$ cat src/rtl/fifo_byte_serializer_pkg.sv
// Shared types for the FIFO-to-byte-stream serializer.
// State encoding and byte-count helpers.
package fifo_byte_serializer_pkg;

  typedef enum logic [1:0] {
    IDLE = 2'd0,
    LOAD = 2'd1,
    SEND = 2'd2
  } ser_state_t;

  localparam int DEF_DATA_W = 32;
  localparam int DEF_BYTE_W = 8;

  function automatic int nbytes(int dw, int bw);
    return dw / bw;
  endfunction

  function automatic int idx_w(int n);
    return (n > 1) ? $clog2(n) : 1;
  endfunction

  localparam int NBYTES = nbytes(DEF_DATA_W, DEF_BYTE_W);
  localparam int IDX_W  = idx_w(NBYTES);

endpackage

$ cat src/rtl/fifo_byte_serializer_if.sv
// FIFO read port plus byte stream handshake of the serializer.
// master = serializer side, slave = FIFO/sink side.
interface fifo_byte_serializer_if #(
  parameter int DATA_W = 32,
  parameter int BYTE_W = 8
);
  logic              fifo_empty;
  logic              fifo_rd;
  logic [DATA_W-1:0] fifo_rdata;
  logic [BYTE_W-1:0] tx_data;
  logic              tx_valid;
  logic              tx_ready;
  logic              busy;

  modport master (
    input  fifo_empty, fifo_rdata, tx_ready,
    output fifo_rd, tx_data, tx_valid, busy
  );

  modport slave (
    output fifo_empty, fifo_rdata, tx_ready,
    input  fifo_rd, tx_data, tx_valid, busy
  );
endinterface

$ cat src/rtl/fifo_byte_serializer_byte_mux.sv
// Combinational byte selector for the serializer.
// Picks byte[idx] of a word, LSB- or MSB-first.
module fifo_ser_byte_mux #(
  parameter int DATA_W    = 32,
  parameter int BYTE_W    = 8,
  parameter int LSB_FIRST = 1,
  parameter int IDX_W     = 2
) (
  input  logic [DATA_W-1:0] word,
  input  logic [IDX_W-1:0]  idx,
  output logic [BYTE_W-1:0] sel
);
  localparam int NB = DATA_W / BYTE_W;

  always_comb begin
    sel = '0;
    for (int i = 0; i < NB; i++) begin
      if (idx == IDX_W'(i)) begin
        sel = word[(LSB_FIRST != 0 ? i : NB-1-i)*BYTE_W +: BYTE_W];
      end
    end
  end
endmodule

$ cat src/rtl/fifo_byte_serializer.sv
// Pops 32-bit FIFO words and streams them out as bytes.
// FIFO_SER_PREFETCH_EN adds a one-word hold stage for gapless output.
module fifo_byte_serializer
  import fifo_byte_serializer_pkg::*;
#(
  parameter int DATA_W    = 32,
  parameter int BYTE_W    = 8,
  parameter int LSB_FIRST = 1
) (
  input logic clk,
  input logic rst,
  fifo_byte_serializer_if.master bus
);
  localparam int NB = nbytes(DATA_W, BYTE_W);
  localparam int IW = idx_w(NB);
  localparam logic [IW-1:0] LAST = IW'(NB - 1);

  ser_state_t        state;
  logic [DATA_W-1:0] shift;
  logic [IW-1:0]     idx;
  logic              hs;
  logic              last;
  logic              pf_ok;

  assign hs   = bus.tx_valid & bus.tx_ready;
  assign last = (idx == LAST);

`ifdef FIFO_SER_PREFETCH_EN
  logic [DATA_W-1:0] hold_data;
  logic              hold_vld;
  logic              pending;

  assign pf_ok = (state == SEND) & !hold_vld & !pending;
  assign bus.busy = (state != IDLE) | hold_vld | pending;
`else
  assign pf_ok = 1'b0;
  assign bus.busy = (state != IDLE);
`endif

  assign bus.fifo_rd = !rst & !bus.fifo_empty
                     & ((state == IDLE) | pf_ok);
  assign bus.tx_valid = (state == SEND);

  fifo_ser_byte_mux #(
    .DATA_W    (DATA_W),
    .BYTE_W    (BYTE_W),
    .LSB_FIRST (LSB_FIRST),
    .IDX_W     (IW)
  ) u_mux (
    .word (shift),
    .idx  (idx),
    .sel  (bus.tx_data)
  );

  always_ff @(posedge clk) begin
    if (rst) begin
      state <= IDLE;
      idx   <= '0;
      shift <= '0;
    end else begin
      unique case (state)
        IDLE: if (bus.fifo_rd) state <= LOAD;
        LOAD: begin
          shift <= bus.fifo_rdata;
          idx   <= '0;
          state <= SEND;
        end
        SEND: if (hs) begin
          if (!last) begin
            idx <= idx + 1'b1;
          end else begin
`ifdef FIFO_SER_PREFETCH_EN
            if (hold_vld) begin
              shift <= hold_data;
              idx   <= '0;
            end else if (pending) begin
              shift <= bus.fifo_rdata;
              idx   <= '0;
            end else begin
              // a pop issued on the final byte is caught by LOAD
              state <= bus.fifo_rd ? LOAD : IDLE;
            end
`else
            state <= IDLE;
`endif
          end
        end
        default: state <= IDLE;
      endcase
    end
  end

`ifdef FIFO_SER_PREFETCH_EN
  always_ff @(posedge clk) begin
    if (rst) begin
      hold_data <= '0;
      hold_vld  <= 1'b0;
      pending   <= 1'b0;
    end else begin
      if (bus.fifo_rd && state == SEND && !(hs && last)) begin
        pending <= 1'b1;
      end else if (pending) begin
        pending <= 1'b0;
        if (!(hs && last)) begin
          hold_data <= bus.fifo_rdata;
          hold_vld  <= 1'b1;
        end
      end
      if (hold_vld && hs && last) hold_vld <= 1'b0;
    end
  end
`endif

endmodule

$ cat src/flat_wrapper.sv
// flat-port wrapper written by rule: the top's interface ports become plain ports
module fifo_byte_serializer_flat import fifo_byte_serializer_pkg::*;
#(
  parameter int DATA_W    = 32,
  parameter int BYTE_W    = 8,
  parameter int LSB_FIRST = 1
)
  (clk, rst, bus_fifo_empty, bus_fifo_rdata, bus_tx_ready, bus_fifo_rd, bus_tx_data, bus_tx_valid, bus_busy);
  fifo_byte_serializer_if #(.DATA_W(DATA_W), .BYTE_W(BYTE_W)) bus_i ();
  input logic clk;
  input logic rst;
  input wire logic [$bits(bus_i.fifo_empty)-1:0] bus_fifo_empty;
  input wire logic [$bits(bus_i.fifo_rdata)-1:0] bus_fifo_rdata;
  input wire logic [$bits(bus_i.tx_ready)-1:0] bus_tx_ready;
  output wire logic [$bits(bus_i.fifo_rd)-1:0] bus_fifo_rd;
  output wire logic [$bits(bus_i.tx_data)-1:0] bus_tx_data;
  output wire logic [$bits(bus_i.tx_valid)-1:0] bus_tx_valid;
  output wire logic [$bits(bus_i.busy)-1:0] bus_busy;
  assign bus_i.fifo_empty = bus_fifo_empty;
  assign bus_i.fifo_rdata = bus_fifo_rdata;
  assign bus_i.tx_ready = bus_tx_ready;
  assign bus_fifo_rd = bus_i.fifo_rd;
  assign bus_tx_data = bus_i.tx_data;
  assign bus_tx_valid = bus_i.tx_valid;
  assign bus_busy = bus_i.busy;
  fifo_byte_serializer #(.DATA_W(DATA_W), .BYTE_W(BYTE_W), .LSB_FIRST(LSB_FIRST)) u_core (.clk(clk), .rst(rst), .bus(bus_i));
endmodule
$ cat config.mk
export PLATFORM = sky130hd
export DESIGN_NAME = fifo_byte_serializer_flat
export DESIGN_NICKNAME = d
export VERILOG_FILES = /design/src/rtl/fifo_byte_serializer_pkg.sv /design/src/rtl/fifo_byte_serializer_if.sv /design/src/rtl/fifo_byte_serializer_byte_mux.sv /design/src/rtl/fifo_byte_serializer.sv /design/src/flat_wrapper.sv
export SDC_FILE = /design/constraint.sdc
export NUM_CORES = 1
export LEC_CHECK = 0
export ABC_AREA = 1
export ABC_CLOCK_PERIOD_IN_PS = 1140
export BUFFER_PORTS_ARGS = -buffer_cell sky130_fd_sc_hd__buf_2
export CAP_MARGIN = 20
export CORE_MARGIN = 2
export CORE_UTILIZATION = 47
export CTS_CLUSTER_SIZE = 16
export DETAILED_ROUTE_END_ITERATION = 16
export GPL_TIMING_DRIVEN = 1
export PLACE_DENSITY = 0.71
export SLEW_MARGIN = 40
export SYNTH_ARGS = -nofsm -noshare
export SYNTH_HDL_FRONTEND = slang
export SYNTH_SLANG_ARGS = --single-unit
$ cat constraint.sdc
create_clock -name clk -period 1.14 [get_ports clk]
set_input_delay 0.171 -clock clk [delete_from_list [all_inputs] [get_ports clk]]
set_output_delay 0.171 -clock clk [all_outputs]
set_load 0.01 [all_outputs]
# Yosys cells after proc, flatten, opt, wreduce, memory -nomap -nowiden
# Index checks and enable logic that the tools add are counted.
dict set report classes {
  eq_ne 9
  n_bitwise 3
  n_mux 11
  n_reduce_logical 8
  addsub 1
}
# cell count
set ops {}
lappend ops {{2-to-1 mux 8 bit} 4}
lappend ops {{2-to-1 mux 2 bit} 5}
lappend ops {{inequality test 2 bit (second input constant)} 4}
lappend ops {{equality test 2 bit (second input constant)} 3}
lappend ops {{one-hot mux 2 bit (3 select lines)} 1}
lappend ops {{AND reduction 3 bit} 2}
lappend ops {{equality test 2 x 1 -> 1 bit (second input constant)} 2}
lappend ops {{logical NOT 2 bit} 2}
lappend ops {{one-hot mux 2 bit (2 select lines)} 1}
lappend ops {{nonzero test 2 bit} 2}
lappend ops {{bitwise AND 1 bit} 3}
lappend ops {{adder 2 x 1 -> 2 bit (second input constant)} 1}
lappend ops {{logical NOT 1 bit} 2}
dict set report word_totals {
  ff_bits 36
  output_inout_bits 11
  word_cells 35
}

# Depth between registers and ports, before layout
# Gate-level depths: netlist of run 1.
dict set report logic_depth {
  depth_word 5
  mapped_depth 9
  ltp_nobuf 8
}

# Modules after synthesis
# Synthesis of run 1 repeated with hierarchy kept, for this count alone.
dict set report unflattened {
  cells_unflattened 210
  area_unflattened_um2 1621.6
}
# mod n_inst seq_area_each_um2 area_each_um2 cells_per_inst
set modules_own_cells {}
lappend modules_own_cells {fifo_byte_serializer 1 720.7 1357.6 163}
lappend modules_own_cells {fifo_ser_byte_mux 1 0.0 264.0 47}

# Worst setup path before layout of run 1
# Ideal clock, no wire load.
dict set report synth_timing {
  path_kind {reg2out}
  from {register u_core.idx[1]}
  to {output bus_tx_data[1]}
  n_path_buf 1
  arrival_time_ns 1.127
  path_stages_with_launch 9
  slack_ns -0.158
  required_time_ns 0.969
  cell_sequence {dfxtp_1 -> inv_1 -> ha_1 -> buf_2 -> inv_2 -> nand3_1 -> nand2_1 -> o211ai_1 -> nand2_1}
}
dict set report synth_via {
  elab_chain_len 5
  word_cells_on_any_way 8
}
# item line_no
set synth_lines {}
lappend synth_lines {{start: declaration} fifo_byte_serializer.sv:20} ;# logic [IW-1:0] idx;
lappend synth_lines {{start signal: assignment} fifo_byte_serializer.sv:70} ;# idx <= idx + 1'b1;
lappend synth_lines {{logical NOT 2 bit} fifo_byte_serializer_byte_mux.sv:18} ;# if (idx == IDX_W'(i)) begin
lappend synth_lines {{2-to-1 mux 8 bit (3 in series)} fifo_byte_serializer_byte_mux.sv:18}
lappend synth_lines {{2-to-1 mux 8 bit *} fifo_byte_serializer_byte_mux.sv:18}
lappend synth_lines {{end: declaration} flat_wrapper.sv:16} ;# output wire logic [$bits(bus_i.tx_data)-1:0] bus_tx_data;
# Mark *: on every way between the ends. The rest lies on a longest branch, timed or not.

# Worst setup path in the final report of run 1
dict set report layout_timing {
  from {register u_core.idx[0]}
  to {output bus_tx_data[1]}
}
# The elaborated chain is that of the path after synthesis.

==> results of run 1 <==
-- worst register-to-register path: cells and delay by family (launching register included) --
family                   cells  cell delay [ns]
adder cells (fa/ha/maj)      1             0.20
buffers and inverters        5             0.53
AND/OR/NAND/NOR              2             0.15
flip-flops                   1             0.34
-- Yosys cell counts --
cell type,n
clkbuf_1,1
nor2_4,1
nand2_1,30
nor2_1,73
inv_1,10
o21ai_0,13
nand2_4,2
dfxtp_1,36
nor2_2,1
nand2_2,1
a21oi_1,9
buf_6,1
ha_1,10
inv_8,1
inv_2,4
o21ai_1,22
buf_2,11
nand3_1,11
o211ai_1,8
nor3_1,1
-- state kept, by name, indices dropped and copies added, names as in the netlist --
name	cells
u_core.idx	2
u_core.state	2
u_core.shift	32
-- path summary, 6_finish.rpt --
| check | from | to | slack [ns] | cells past startpoint |
|---|---|---|---|---|
| hold / removal | bus_fifo_rdata[26] | u_core.shift[26] | 0.1 | 3 |
| setup reg to reg | u_core.state[1] | u_core.shift[0] | -0.20 | 8 |
| setup / recovery | u_core.idx[0] | bus_tx_data[1] | -0.54 | 6 |
| hold reg to reg | u_core.shift[23] | u_core.shift[23] | 0.50 | 2 |
-- power by group --
| group | leakage [nW] | total, mW | internal, mW | switching, mW |
|---|---|---|---|---|
| combinational | 0.961 | 5.49 | 2.73 | 2.76 |
| clock | 0.0510 | 0.939 | 0.482 | 0.457 |
| sequential | 0.298 | 2.20 | 1.75 | 0.452 |
-- metrics by stage --
stage          std cells  hold slack [ns]   util
2_1_floorplan        246            0.236      -
3_3_place_gp         341            0.392  0.581
3_5_place_dp         341            0.397  0.581
4_1_cts              367           0.0956  0.802
5_1_grt              367            0.105  0.831
6_report             367           0.0952  0.831
-- cell type report --
cell class                 count  area, um^2
clock buffer                   6        82.6
clock inverter                 2        10.0
fill                         209         613
inverter                      15        86.3
multi-input combinational    182        1350
sequential                    36         731
tap                           48        60.1
timing repair buffer          78         699
-- cells by family after synthesis --
group / count (synthesis)
adder cells (fa/ha/maj): 10
AND/OR/NAND/NOR: 120
buffers and inverters: 28
flip-flops: 36
AO/OA/AOI/OAI: 52
-- per-layer routing --
| layer | vias up | track usage | part of all wire |
|---|---|---|---|
| met1 | 910 | 0.368 | 0.42 |
| met5 | - | 0 | 0 |
| met3 | 13 | 0.0642 | 0.059 |
| met2 | 70 | 0.492 | 0.50 |
| li1 | 938 | - | - |
| met4 | 0 | 0.141 | 0.022 |
-- repair_timing --
action                     in CTS  in global routing
gates cloned                    5                  0
setup endpoints to repair      47                 47
setup buffers                  14                  1
pin swaps                      38                 20
gates resized for setup       131                 34
==> results.md, run 1 <==
* Setup ws final at -0.545 ns
* Vias in the first global route at 1953
* Final Max Slew Viols at 0
* Failing checks: negative setup slack
* First-pass GRT wire length at 9430 um
* Placed Instance Area at 0.00211 mm^2
* Relative slew slack at 0.719
* Vias per std cell at 5.26
* Worst-margin pin slew at 0.417 ns
* DRT Pass-1 Iters at 4
* DRT Wirelength at 5800 um
* Worst Setup Start Kind: flip-flop
* Initial DRC Count at 94
* Synthesis Warnings at 0
* Layout cells sized above 1 at 0.596
* Worst Path Required at 0.97 ns
* Worst min-delay path class: in2reg
* Core box area at 0.00363 mm^2
* Count of input and output buffers at 46
* Family with the most delay on the worst path: flip-flops
* Crit path DAT at 1.51 ns
* Fmax at 594 MHz
* RSZ-0062 raised after global routing: yes
* Max cap viols at 0
* Residual DRC at 0
* Most frequent cells in the layout: nor2_1 (44), buf_2 (44), dfxtp_1 (32), o21ai_2 (31), nand2_1 (27)
* N_diodes at 0
* TNS Setup at -9.48 ns
* P&R area growth vs syn at 72.3%
* # nets final at 364
* Hold_buf cts at 0
* Hold Vio Cnt, Final at 0
* Post-synthesis mux area share at 0
* Synthesized net count at 292
* CTS tree: yes
* Initial Util at 0.482
* Die extent in x at 65.1 um
* Cell accounting for the most synthesized area: dfxtp_1
* CP max stage delay at 0.37 ns
* CP endpoint kind: output port
* Tcrit/Tclk final at 1.48
* # rows at 22
* Cell variety after synth at 20
* CTS root buf: clkbuf_8
* I/O pin cnt at 47
* Total number of vias at 1931
* Largest family of logic cells by synthesized area: simple AND/OR/NAND/NOR gates
* Critical Path, Cell by Cell: inv_4, ha_4, inv_2, o211ai_1, nand2_1, buf_2
* Post-Place Worst Slack at -0.230 ns
* Yosys top cell area share at 0.411
* Worst VDD drop at 0.00191 V
* Clock Latency Late Sink at 0.29 ns
* Minimum clock period after layout at 1.68 ns
* Finished layout cell area at 0.00302 mm^2
* Post-Synth Adder-Cell Area at 0.0714
* Power Density at 2860 mW/mm^2
* Worst-path fanout max at 9
* Routability cong. at 0.816
* Leak pwr at 1.31 nW
* Antenna viol nets, final at 0
* Sequential-to-total area share from yosys stat at 0.411
* Grt total ovfl at 0
* Number of buffers created by CTS at 5
* Synth top area cells: dfxtp_1 (41%), nor2_1 (16%), ha_1 (7.1%), nand2_1 (6.4%), o21ai_1 (6.3%)
* Syn Std Cell Area at 0.00175 mm^2
* GRT Overall Usage at 0.298
* # setup viols final at 47
* Synth Area in XOR/XNOR at 0
* Buf/Inv on CP at 3
* Status: finished, violations left
* Clk buf depth at 2
* Power after layout at 8.63 mW
* Routed WL per cell at 15.8 um
* Die Footprint at 0.00423 mm^2
* Synth Instances at 246
* Synth Area in Simple Gates at 0.281
* Largest net degree at the start of global routing at 20
* Clock sink total at 36
* Worst path slowest cell: dfxtp_4
* Die height at 65.1 um
* Initial antenna violation count at 0
* Avg Synthesized Cell Area at 7.13 um^2
* Seq cells post-synth at 36
* Complex-gate fraction of the synthesized area at 0.160
* Clk slew on worst S/H paths at 0.07 ns
* Setup Skew at 0.00426 ns
* Clock H-tree levels at 2
* Crit path kind: reg2out
* DP Wirelength at 2950 um
(Power assumes the default switching activity.)
==> run 2, diff against run 1 <==
Settings changed: CORE_MARGIN 2 to 5.
==> results.md, run 2 (synthesis results as in run 1) <==
* Pint at 3.89 mW (was 4.96 mW)
* Worst Path Required at 0.97 ns (about the same)
* Tcrit/Tclk final at 1.46 (was 1.48)
* Most frequent cells in the layout: nor2_1 (62), buf_2 (44), dfxtp_1 (32), nand2_1 (28), o21ai_1 (28) (was nor2_1 (44), buf_2 (44), dfxtp_1 (32), o21ai_2 (31), nand2_1 (27))
* Largest registers: u_core.shift x32, u_core.idx x2, u_core.state x2 (unchanged)
* CTS root buf: clkbuf_8 (unchanged)
* Setup Skew at 0.00279 ns (was 0.00426 ns)
* RSZ-0062 raised after global routing: yes (unchanged)
* Minimum clock period after layout at 1.66 ns (was 1.68 ns)
* Vias per std cell at 5.07 (was 5.26)
* Initial antenna violation count at 0 (unchanged)
* Die Footprint at 0.00505 mm^2 (was 0.00423 mm^2)
* Worst path slowest cell: dfxtp_4 (unchanged)
* Die height at 71.1 um (was 65.1 um)
* Finished layout cell area at 0.00252 mm^2 (was 0.00302 mm^2)
* DRT Pass-1 Iters at 4 (unchanged)
* First-pass GRT wire length at 7160 um (was 9430 um)
* Routability cong. at 0.864 (was 0.816)
* Initial DRC Count at 74 (was 94)
* Hold_buf cts at 0 (unchanged)
* Max cap viols at 0 (unchanged)
* Sequential share of power at 0.308 (was 0.255)
* Number of buffers created by CTS at 5 (unchanged)
* Switching Share at 0.432 (was 0.426)
* Total number of vias at 1791 (was 1931)
* Critical Path, Cell by Cell: inv_4, ha_4, inv_4, nand3_1, nand2_1, o211ai_1, nand2_1, buf_2 (was inv_4, ha_4, inv_2, o211ai_1, nand2_1, buf_2)
* Multi-input gate area at 0.00108 mm^2 (was 0.00135 mm^2)
* N_diodes at 0 (unchanged)
* Initial Util at 0.482 (unchanged)
* Count of input and output buffers at 46 (unchanged)
* Fmax at 602 MHz (was 594 MHz)
* I/O pin cnt at 47 (unchanged)
* Leak pwr at 1.17 nW (was 1.31 nW)
* Placed Instance Area at 0.00211 mm^2 (about the same)
* DP Wirelength at 3050 um (was 2950 um)
* Vias in the first global route at 1660 (was 1953)
* Antenna viol nets, final at 0 (unchanged)
* FF-to-FF path depth at 6 (was 8)
* Clock share of power at 0.122 (was 0.109)
* Largest net degree at the start of global routing at 33 (was 20)
* # nets final at 351 (was 364)
* Worst-margin pin slew at 0.277 ns (was 0.417 ns)
* Clock Latency Late Sink at 0.28 ns (was 0.29 ns)
* DRT Wirelength at 4890 um (was 5800 um)
* Worst R2R End: u_core.idx[1] (was u_core.shift[0])
* CP max stage delay at 0.38 ns (was 0.37 ns)
* HP Start: bus_fifo_rdata[6] (was bus_fifo_rdata[26])
* Relative slew slack at 0.813 (was 0.719)
* Hold path endpoint: u_core.shift[6] (was u_core.shift[26])
* Comb pwr share at 0.570 (was 0.636)
* Worst Setup Start Kind: flip-flop (unchanged)
* Crit path from: u_core.idx[1] (was u_core.idx[0])
* Core box area at 0.00363 mm^2 (unchanged)
* Power after layout at 6.85 mW (was 8.63 mW)
* Final Max Slew Viols at 0 (unchanged)
* Worst hold path stage count at 3 (unchanged)
* # setup viols final at 17 (was 47)
* CP endpoint kind: output port (unchanged)
* R2r setup slk at -0.12 ns (was -0.20 ns)
* Worst r2r src: u_core.idx[0] (was u_core.state[1])
* Clock sink total at 36 (unchanged)
* Crit path DAT at 1.49 ns (was 1.51 ns)
* Final-layout fill cell count at 301 (was 209)
* Clk buf depth at 2 (unchanged)
* Worst min-delay path class: in2reg (unchanged)
* Biggest register: u_core.shift (unchanged)
* Grt total ovfl at 0 (unchanged)
* Setup ws final at -0.522 ns (was -0.545 ns)
* P&R area growth vs syn at 43.8% (was 72.3%)
* CTS tree: yes (unchanged)
* # rows at 22 (unchanged)
* Register area at 731 um^2 (unchanged)
* Power Density at 2720 mW/mm^2 (was 2860 mW/mm^2)
* Failing checks: negative setup slack (unchanged)
* Clk slew on worst S/H paths at 0.07 ns (about the same)
* Crit path kind: reg2out (unchanged)
* Layout cells sized above 1 at 0.393 (was 0.596)
* GRT Overall Usage at 0.177 (was 0.298)
* Die extent in x at 71.1 um (was 65.1 um)
* Status: finished, violations left (unchanged)
* Psw at 2.96 mW (was 3.67 mW)
* Clock H-tree levels at 2 (unchanged)
* Hold Vio Cnt, Final at 0 (unchanged)
* Residual DRC at 0 (unchanged)
* Routed WL per cell at 13.8 um (was 15.8 um)
* Worst VDD drop at 0.00187 V (was 0.00191 V)
* Commonest non-fill, non-tap cell in the layout: nor2_1
* Worst-path fanout max at 9 (unchanged)
* Max FFs per register at 32 (unchanged)
==> run 2: stage by stage <==
stage / instances / util / worst slack [ns] / TNS, ns / hold WS, ns
CTS: 351 / 0.656 / -0.488 / -4.37 / 0.0999
floorplan: 246 / - / -0.0503 / -0.416 / 0.236
detailed placement: 339 / 0.580 / -0.226 / -6.66 / 0.398
finish: 353 / 0.694 / -0.522 / -4.76 / 0.103
global placement: 339 / 0.580 / -0.222 / -5.67 / 0.394
global route: 353 / 0.694 / -0.586 / -6.36 / 0.109
==> run 2: worst max-delay path: cells and delay by family (launching register included) <==
kind	cells	cell delay [ns]
AO/OA/AOI/OAI	1	0.10
flip-flops	1	0.38
buffers and inverters	3	0.28
AND/OR/NAND/NOR	3	0.25
adder cells (fa/ha/maj)	1	0.20
==> run 2: layout make-up <==
cell class,instances,share of cell area
multi-input cells,182,0.429
clock buffers,6,0.0288
repair inverters,1,0.00794
repair buffers,64,0.176
inverters,15,0.0427
well taps,48,0.0238
clock inverters,1,0.00199
flip-flops and latches,36,0.290
==> run 2: power groups by stage <==
stage	Clock (mW)	Sequential (mW)	Combinational [mW]
floorplan	0	1.95	2.08
global placement	0	2.04	2.83
detailed placement	0	2.03	2.86
CTS	0.841	2.07	3.41
global route	0.881	2.15	4.28
finish	0.833	2.11	3.91
==> run 2: layer usage <==
metal	wire length, um	track usage	vias to the layer above
met1	2160	0.209	826
met2	2390	0.300	42
met3	240	0.0554	11
li1	-	-	912
met5	0	0	-
met4	100	0.0668	0
==> run 2: worst max-delay path by stage <==
stage / endpoint / slack [ns]
floorplan: bus_tx_data[0] / -0.05
global placement: bus_tx_data[6] / -0.22
detailed placement: bus_tx_data[6] / -0.23
CTS: bus_tx_data[5] / -0.49
global route: bus_tx_data[2] / -0.59
finish: bus_tx_data[1] / -0.52
==> run 2: timing repair <==
item	in CTS	in global routing
endpoints found under the setup margin	47	44
pin swaps	7	5
cloned	0	1
gates resized for setup	36	36
buffers inserted	6	1
